### config.mk
export PLATFORM = sky130hd
export DESIGN_NAME = id_ex_stage
export DESIGN_NICKNAME = d
export VERILOG_FILES = /design/src/rtl/id_ex_stage.sv
export SDC_FILE = /design/constraint.sdc
export NUM_CORES = 1
export LEC_CHECK = 0
export ABC_CLOCK_PERIOD_IN_PS = 2900
export BUFFER_PORTS_ARGS = -buffer_cell sky130_fd_sc_hd__buf_2
export CAP_MARGIN = 20
export CORE_UTILIZATION = 46
export CTS_CLUSTER_SIZE = 28
export DETAILED_ROUTE_END_ITERATION = 16
export GPL_ROUTABILITY_DRIVEN = 0
export HOLD_SLACK_MARGIN = 0.03
export PLACE_DENSITY = 0.8
export SLEW_MARGIN = 0
export SYNTH_ARGS = -nofsm -noshare
export SYNTH_HDL_FRONTEND = slang
export SYNTH_SLANG_ARGS = --single-unit
export TNS_END_PERCENT = 10
### constraint.sdc
create_clock -name clk_i -period 2.9 [get_ports clk_i]
set_input_delay 0.29 -clock clk_i [delete_from_list [all_inputs] [get_ports clk_i]]
set_output_delay 0.29 -clock clk_i [all_outputs]
set_load 0.05 [all_outputs]
### src/rtl/id_ex_stage.sv
// ============================================================================
// Module   : id_ex_stage
// Purpose  : ID/EX pipeline register with load-use hazard detection, flush
//            squash, global memory-stall hold and a saturating counter of
//            load-use bubbles.
// Revision : 1.0 - initial release
// ============================================================================
`default_nettype none

module id_ex_stage #(
  parameter int DATA_W = 32,
  parameter int CNT_W  = 16
) (
  input  logic              clk_i,
  input  logic              rst_i,
  input  logic              ID_valid_i,
  input  logic              ID_RegWrite_i,
  input  logic              ID_MemtoReg_i,
  input  logic              ID_MemRead_i,
  input  logic              ID_MemWrite_i,
  input  logic [1:0]        ID_ALUOp_i,
  input  logic              ID_ALUSrc_i,
  input  logic [DATA_W-1:0] ID_rs1data_i,
  input  logic [DATA_W-1:0] ID_rs2data_i,
  input  logic [DATA_W-1:0] ID_imm_i,
  input  logic [9:0]        ID_funct_i,
  input  logic [4:0]        ID_rs1_i,
  input  logic [4:0]        ID_rs2_i,
  input  logic [4:0]        ID_rd_i,
  input  logic              Flush_i,
  input  logic              MemStall_i,
  output logic              EX_valid_o,
  output logic              EX_RegWrite_o,
  output logic              EX_MemtoReg_o,
  output logic              EX_MemRead_o,
  output logic              EX_MemWrite_o,
  output logic [1:0]        EX_ALUOp_o,
  output logic              EX_ALUSrc_o,
  output logic [DATA_W-1:0] EX_rs1data_o,
  output logic [DATA_W-1:0] EX_rs2data_o,
  output logic [DATA_W-1:0] EX_imm_o,
  output logic [9:0]        EX_funct_o,
  output logic [4:0]        EX_rs1_o,
  output logic [4:0]        EX_rs2_o,
  output logic [4:0]        EX_rd_o,
  output logic              Stall_o,
  output logic [CNT_W-1:0]  LoadUseCnt_o
);

  logic              valid_q,    valid_d;
  logic              regwrite_q, regwrite_d;
  logic              memtoreg_q, memtoreg_d;
  logic              memread_q,  memread_d;
  logic              memwrite_q, memwrite_d;
  logic [1:0]        aluop_q,    aluop_d;
  logic              alusrc_q,   alusrc_d;
  logic [DATA_W-1:0] rs1data_q,  rs1data_d;
  logic [DATA_W-1:0] rs2data_q,  rs2data_d;
  logic [DATA_W-1:0] imm_q,      imm_d;
  logic [9:0]        funct_q,    funct_d;
  logic [4:0]        rs1_q,      rs1_d;
  logic [4:0]        rs2_q,      rs2_d;
  logic [4:0]        rd_q,       rd_d;
  logic [CNT_W-1:0]  cnt_q,      cnt_d;

  logic              hz_w;

  // Load in EX whose result a valid ID instruction needs: insert one bubble.
  always_comb begin
    hz_w = ID_valid_i & valid_q & memread_q & (rd_q != 5'd0) &
           ((rd_q == ID_rs1_i) | (rd_q == ID_rs2_i));
  end

  // A squashed instruction never holds the front end.
  assign Stall_o = hz_w & ~Flush_i;

  // Next-state selection: hold on memory stall, bubble on flush/hazard, else load.
  always_comb begin
    valid_d    = valid_q;
    regwrite_d = regwrite_q;
    memtoreg_d = memtoreg_q;
    memread_d  = memread_q;
    memwrite_d = memwrite_q;
    aluop_d    = aluop_q;
    alusrc_d   = alusrc_q;
    rs1data_d  = rs1data_q;
    rs2data_d  = rs2data_q;
    imm_d      = imm_q;
    funct_d    = funct_q;
    rs1_d      = rs1_q;
    rs2_d      = rs2_q;
    rd_d       = rd_q;
    cnt_d      = cnt_q;
    if (!MemStall_i) begin
      if (Flush_i || hz_w) begin
        // Bubble: zero indices so the forwarding unit never matches it;
        // datapath fields are don't-care and simply hold.
        valid_d    = 1'b0;
        regwrite_d = 1'b0;
        memtoreg_d = 1'b0;
        memread_d  = 1'b0;
        memwrite_d = 1'b0;
        aluop_d    = 2'd0;
        alusrc_d   = 1'b0;
        rs1_d      = 5'd0;
        rs2_d      = 5'd0;
        rd_d       = 5'd0;
        if (!Flush_i && !(&cnt_q)) begin
          cnt_d = cnt_q + CNT_W'(1);
        end
      end else begin
        // Side-effecting controls are gated when the ID slot is empty.
        valid_d    = ID_valid_i;
        regwrite_d = ID_RegWrite_i & ID_valid_i;
        memtoreg_d = ID_MemtoReg_i;
        memread_d  = ID_MemRead_i & ID_valid_i;
        memwrite_d = ID_MemWrite_i & ID_valid_i;
        aluop_d    = ID_ALUOp_i;
        alusrc_d   = ID_ALUSrc_i;
        rs1data_d  = ID_rs1data_i;
        rs2data_d  = ID_rs2data_i;
        imm_d      = ID_imm_i;
        funct_d    = ID_funct_i;
        rs1_d      = ID_rs1_i;
        rs2_d      = ID_rs2_i;
        rd_d       = ID_rd_i;
      end
    end
  end

  // Pipeline register and counter state, cleared asynchronously.
  always_ff @(posedge clk_i or negedge rst_i) begin
    if (!rst_i) begin
      valid_q    <= 1'b0;
      regwrite_q <= 1'b0;
      memtoreg_q <= 1'b0;
      memread_q  <= 1'b0;
      memwrite_q <= 1'b0;
      aluop_q    <= 2'd0;
      alusrc_q   <= 1'b0;
      rs1data_q  <= '0;
      rs2data_q  <= '0;
      imm_q      <= '0;
      funct_q    <= 10'd0;
      rs1_q      <= 5'd0;
      rs2_q      <= 5'd0;
      rd_q       <= 5'd0;
      cnt_q      <= '0;
    end else begin
      valid_q    <= valid_d;
      regwrite_q <= regwrite_d;
      memtoreg_q <= memtoreg_d;
      memread_q  <= memread_d;
      memwrite_q <= memwrite_d;
      aluop_q    <= aluop_d;
      alusrc_q   <= alusrc_d;
      rs1data_q  <= rs1data_d;
      rs2data_q  <= rs2data_d;
      imm_q      <= imm_d;
      funct_q    <= funct_d;
      rs1_q      <= rs1_d;
      rs2_q      <= rs2_d;
      rd_q       <= rd_d;
      cnt_q      <= cnt_d;
    end
  end

  assign EX_valid_o    = valid_q;
  assign EX_RegWrite_o = regwrite_q;
  assign EX_MemtoReg_o = memtoreg_q;
  assign EX_MemRead_o  = memread_q;
  assign EX_MemWrite_o = memwrite_q;
  assign EX_ALUOp_o    = aluop_q;
  assign EX_ALUSrc_o   = alusrc_q;
  assign EX_rs1data_o  = rs1data_q;
  assign EX_rs2data_o  = rs2data_q;
  assign EX_imm_o      = imm_q;
  assign EX_funct_o    = funct_q;
  assign EX_rs1_o      = rs1_q;
  assign EX_rs2_o      = rs2_q;
  assign EX_rd_o       = rd_q;
  assign LoadUseCnt_o  = cnt_q;

endmodule

`default_nettype wire

==> impl_metrics.yaml, run 1 <==
outcome:
  run_status: "complete, no violations"
synth:
  netlist_area_sq_mm: 0.00582
  ys_types: 30
  synth_nets: 515
  synthCells: 381
  avgSynthCellArea_sq_um: 15.3
  ys_ff_latch: 145
  yosys_warnings: 0
  yosysSeqAreaShare_pct: 62.3
critical_path:
  path_buf_inv: 1
  max_stage_delay_ns: 0.58
  critPathLaunchType: "register"
  cp.required_ns: 3.19
  critPathMaxFanout: 77
  cpLargestDelayFamily: "compound AO/OA/AOI/OAI gates"
  crit_chain: "or4_1 -> o2111a_2 -> a21oi_4 -> buf_12 -> mux2_1"
  slowest_stage: "or4_1"
  path_class: "reg2reg"
  cp-end-kind: "register"
  arrival_ns: 2.80
finish:
  final_cell_mix: "buf_2 (277), dfrtp_1 (145), mux2_1 (87)"
  drive_gt1_share_pct: 49.9
  seq_area_sq_mm: 0.00363
  mostFrequentLayoutCell: "buf_2"
  nNetsFinal: 798
  syn2layout_area_growth_pct: 35.3
  n_fill_cell: 941
  multi_input_area_sq_mm: 0.00199
pwr:
  p_leak_nw: 3.90
  ir_worst_vdd_v: 0.000406
  p_per_area_mw_per_mm2: 766
  power_w: 0.00603
flow_run:
  drv_cap: 0
global_route:
  overflow: 0
  grt_pass1_wl_mm: 21.8
  grt_antenna_before_repair: 1
  track_usage_pct: 21.8
  grt_max_degree: 78
  grt_pass1_vias: 4423
drt:
  vias_per_cell: 5.01
  wl_per_cell_um: 16.5
  first_pass_iters: 4
  drtAntennaViolNets: 0
  num_vias: 4235
  drt-initial-drc-count: 195
  drc: 0
  wl_mm: 14.0
timing:
  fmax_mhz: 398
  finalCritPeriodShare_pct: 86.7
  skew_ns: 0.00870
  setup_violations: 0
  maxSlewHeadroom_pct: 54.7
  rsz0062_at_grt: "false"
  timing.final.crit_period_ns: 2.51
  tightest_slew_ns: 0.680
  setup_tns_ns: 0
  hold_viol: 0
  hold_slack_ns: 0.0900
  timing_max_transition_violations_final: 0
floorplanning:
  die_w_um: 115
  floorplan.die.height_um: 115
  core_sq_mm: 0.0122
  row_count: 40
  start_util_pct: 47.9
  die_area_sq_mm: 0.0131
  ios: 279
place:
  port-buffer-count: 278
  hpwl_mm: 10.2
clocking:
  numCtsBuffers: 17
  cts_max_path_buffers: 2
  root_buffer: "clkbuf_16"
  htree_levels: 4
  cts_tree: "built"
  post_cts_buffers: 0
  clock_latency_ns: 0.41
  clkTransAtPathRegs_ns: 0.06
  cts_sinks: 145
min_path:
  hold_path_class: "in2reg"
[routing by layer]
metal	vias up	track usage, %	share of wire, %
met1	2059	24.0	38
li1	1949	-	-
met2	201	39.1	53
met3	26	6.78	7.8
met5	-	0	0
met4	0	8.31	1.8
[kinds of logic after synthesis]
logic type                 synth area share, %
AOI/OAI and AO/OA                         4.58
xor gates and xnor gates                  3.76
adders and majority gates                0.215
buffers and inverters                     3.55
DFF                                       62.3
muxes                                     20.7
and+or+nand+nor                           4.90
[synth_stat cells]
master	n	share of area [%]
dfrtp_1	145	62
mux2_1	87	17
xnor2_1	21	3.2
a22o_1	20	3.0
mux2_2	20	3.9
buf_8	10	2.6
nand2_1	10	0.64
nand3_1	9	0.77
nand4_1	8	0.86
nor2_1	6	0.39
clkbuf_1	5	0.32
nor4_1	5	0.54
and3_1	4	0.43
buf_4	4	0.52
nor3_1	4	0.34
xor2_1	4	0.60
a32o_1	3	0.52
inv_1	2	0.13
nor4b_1	2	0.30
or2_2	2	0.21
a21oi_4	1	0.28
and4_1	1	0.15
ha_1	1	0.21
nor3b_1	1	0.13
o2111a_2	1	0.21
o2111ai_1	1	0.15
o22ai_1	1	0.11
o311ai_0	1	0.15
o41ai_1	1	0.15
or4_1	1	0.13
[layout make-up]
cell class	count	area share [%]
diodes	1	0.0318
clock buffers	19	5.75
clock inverters	13	1.43
inverters	2	0.0953
multi-input cells	215	25.2
flip-flops and latches	145	46.1
well taps	168	2.67
repair buffers	283	18.7
[stage by stage]
step / cells / util (%) / setup slack, ns / cell area, sq um
final: 846 / 64.8 / 0.386 / 7880
after global routing: 846 / 64.8 / 0.256 / 7880
after CTS: 845 / 64.8 / 0.379 / 7880
after detailed placement: 812 / 60.0 / 0.408 / 7300
after global placement: 812 / 60.0 / 0.469 / 7300
after floorplan: 381 / - / 0.223 / 5820
[worst paths after layout]
path / start / to / slack, ns / cells after the start
max: EX_rd_o[1] / EX_imm_o[18] / 0.39 / 5
min: ID_rs2data_i[19] / EX_rs2data_o[19] / 0.09 / 2
max reg2reg: EX_rd_o[1] / EX_imm_o[18] / 0.39 / 5
min reg2reg: EX_rs2data_o[10] / EX_rs2data_o[10] / 0.48 / 1
max in group asynchronous: rst_i / EX_rs2_o[3] / 1.60 / 3
min in group asynchronous: rst_i / LoadUseCnt_o[0] / 0.47 / 2
[timing repair]
action	in CTS	in global routing
hold buffers	1	0
hold endpoints to repair	75	0
gates resized for setup	0	0
[power breakdown]
part / internal (W) / total (W) / leakage [nW] / switching [W]
Clock: 0.00122 / 0.00205 / 0.275 / 0.000828
Sequential: 0.00227 / 0.00239 / 1.76 / 0.000125
Combinational: 0.000408 / 0.00159 / 1.86 / 0.00118
[sequential cells by signal (all words and copies together), names as in the netlist]
name and flops:
EX_rs1data_o 32, EX_imm_o 32, EX_funct_o 10, EX_rs2data_o 32, EX_MemtoReg_o 1, EX_rs1_o 5, EX_rs2_o 5, EX_RegWrite_o 1
EX_rd_o 5, EX_valid_o 1, EX_MemRead_o 1, EX_MemWrite_o 1, LoadUseCnt_o 16, EX_ALUOp_o 2, EX_ALUSrc_o 1
Power figures use the tool's default switching activity.
==> run 2: changes to the inputs <==
- CORE_UTILIZATION: 46 -> 40
- PLACE_DENSITY: 0.8 -> 0.71
==> run 2 against run 1 <==
  * Total power up 3.0%
  * Cell area up 0.95%
  * Critical endpoint is now Stall_o
  * Routed wire length down 1.8%
  * Clock power up 9%
  * Non-clock buffer count up 1
  * Highest routed layer unchanged
  * Worst setup slack worse by 0.029 ns
  * Utilization down 8.1 points
  * Critical path depth up 2
  * Final cell count up 1.7%
  * Die area up 15%
  * Global-route usage down 2.9 points
==> impl_metrics.yaml, run 2 (synthesized netlist as in run 1, its figures left out) <==
drt:
  num_vias: 4184
  first_pass_iters: 4
  drc: 0
  vias_per_cell: 4.87
  wl_met3_mm: 1.06
  drtAntennaViolNets: 0
  drt-initial-drc-count: 214
  routed.top_layer: "met4"
  drt-met1-wl_mm: 5.29
  wl_per_cell_um: 15.9
  wl_mm: 13.7
  route.met2.wl_mm: 7.08
finish:
  nNetsFinal: 799
  mostFrequentLayoutCell: "buf_2"
  n_fill_cell: 1172
  final_cell_mix: "buf_2 (277), dfrtp_1 (145), mux2_1 (87)"
  postLayoutCoreUtil_pct: 56.6
  final_area_sq_mm: 0.00795
  multi_input_area_sq_mm: 0.00199
  syn2layout_area_growth_pct: 36.6
  drive_gt1_share_pct: 49.7
  seq_area_sq_mm: 0.00363
timing:
  fmax_mhz: 393
  setup_violations: 0
  setup_tns_ns: 0
  tightest_slew_ns: 0.574
  skew_ns: 0.00729
  timing.final.crit_period_ns: 2.54
  maxSlewHeadroom_pct: 61.5
  timing_max_transition_violations_final: 0
  finalCritPeriodShare_pct: 87.7
  hold_viol: 0
  rsz0062_at_grt: "false"
floorplanning:
  start_util_pct: 41.5
  core_sq_mm: 0.0140
  floorplan.die.height_um: 123
  die_w_um: 123
  row_count: 43
  ios: 279
  die_area_sq_mm: 0.0150
clocking:
  cts_sinks: 145
  clkTransAtPathRegs_ns: 0.06
  cts_max_path_buffers: 2
  numCtsBuffers: 17
  root_buffer: "clkbuf_16"
  clock_latency_ns: 0.41
  cts_tree: "built"
  htree_levels: 4
pwr:
  ir_worst_vdd_v: 0.000353
  p_leak_nw: 3.91
  p_per_area_mw_per_mm2: 781
  power_w: 0.00621
critical_path:
  critPathMaxFanout: 16
  path_class: "reg2out"
  cp-end-kind: "output pin"
  arrival_ns: 2.25
  cp.required_ns: 2.61
  critPathLaunchType: "register"
global_route:
  grt_antenna_before_repair: 2
  overflow: 0
  grt_pass1_vias: 4194
  grt_max_degree: 77
  track_usage_pct: 18.8
  grt_pass1_wl_mm: 21.4
outcome:
  run_status: "complete, no violations"
min_path:
  hold_path_class: "in2reg"
flow_run:
  drv_cap: 0
place:
  port-buffer-count: 278
  placed_cell_area_sq_mm: 0.00732
  hpwl_mm: 10.3
==> run 2: area by class of cell <==
cell class	count	area share (%)
Sequential cell	145	45.6
Multi-Input combinational cell	215	25.0
Timing Repair Buffer	284	18.6
Clock buffer	21	5.79
Tap cell	180	2.83
Clock inverter	11	1.95
Inverter	2	0.0944
Antenna cell	2	0.0629
==> run 2: where the power goes <==
group / switching [W] / total [W] / internal, W
logic: 0.00117 / 0.00158 / 0.000409
registers: 0.000122 / 0.00239 / 0.00227
clock network: 0.000838 / 0.00224 / 0.00141
==> run 2: per-layer routing <==
layer,vias to the layer above,track usage [%]
met5,-,0
met4,0,9.45
met2,169,32.0
met3,24,5.58
met1,2031,21.5
li1,1960,-
==> run 2: final timing paths <==
check | startpoint | end | slack [ns] | depth (start not counted)
min | ID_rs1data_i[30] | EX_rs1data_o[30] | 0.09 | 2
min in group asynchronous | rst_i | EX_rs2data_o[23] | 0.43 | 2
max reg2reg | EX_rd_o[2] | EX_rs2data_o[8] | 0.40 | 5
min reg2reg | EX_funct_o[8] | EX_funct_o[8] | 0.48 | 1
max | EX_rd_o[0] | Stall_o | 0.36 | 7
max in group asynchronous | rst_i | EX_funct_o[7] | 1.70 | 3
==> run 2: stage by stage <==
stage | std cells | setup WS, ns | hold WS [ns]
finish | 860 | 0.356 | 0.0893
detailed placement | 825 | 0.452 | 0.306
global placement | 825 | 0.505 | 0.297
CTS | 858 | 0.305 | 0.0721
global route | 860 | 0.190 | 0.0744
floorplan | 381 | 0.223 | -0.00559
==> run 2: worst max-delay path, cell delays in order (launching register included) <==
cell,delay [ns]
dfrtp_1,0.47
xnor2_1,0.20
nand3_1,0.10
o22ai_1,0.36
buf_4,0.27
nand2_1,0.08
nor2_1,0.09
buf_2,0.27
==> run 2: repair_timing <==
action | in CTS | in global routing
hold buffers | 1 | 0
resized for setup | 0 | 0
setup buffers | 0 | 0
endpoints found under the hold margin | 60 | 0
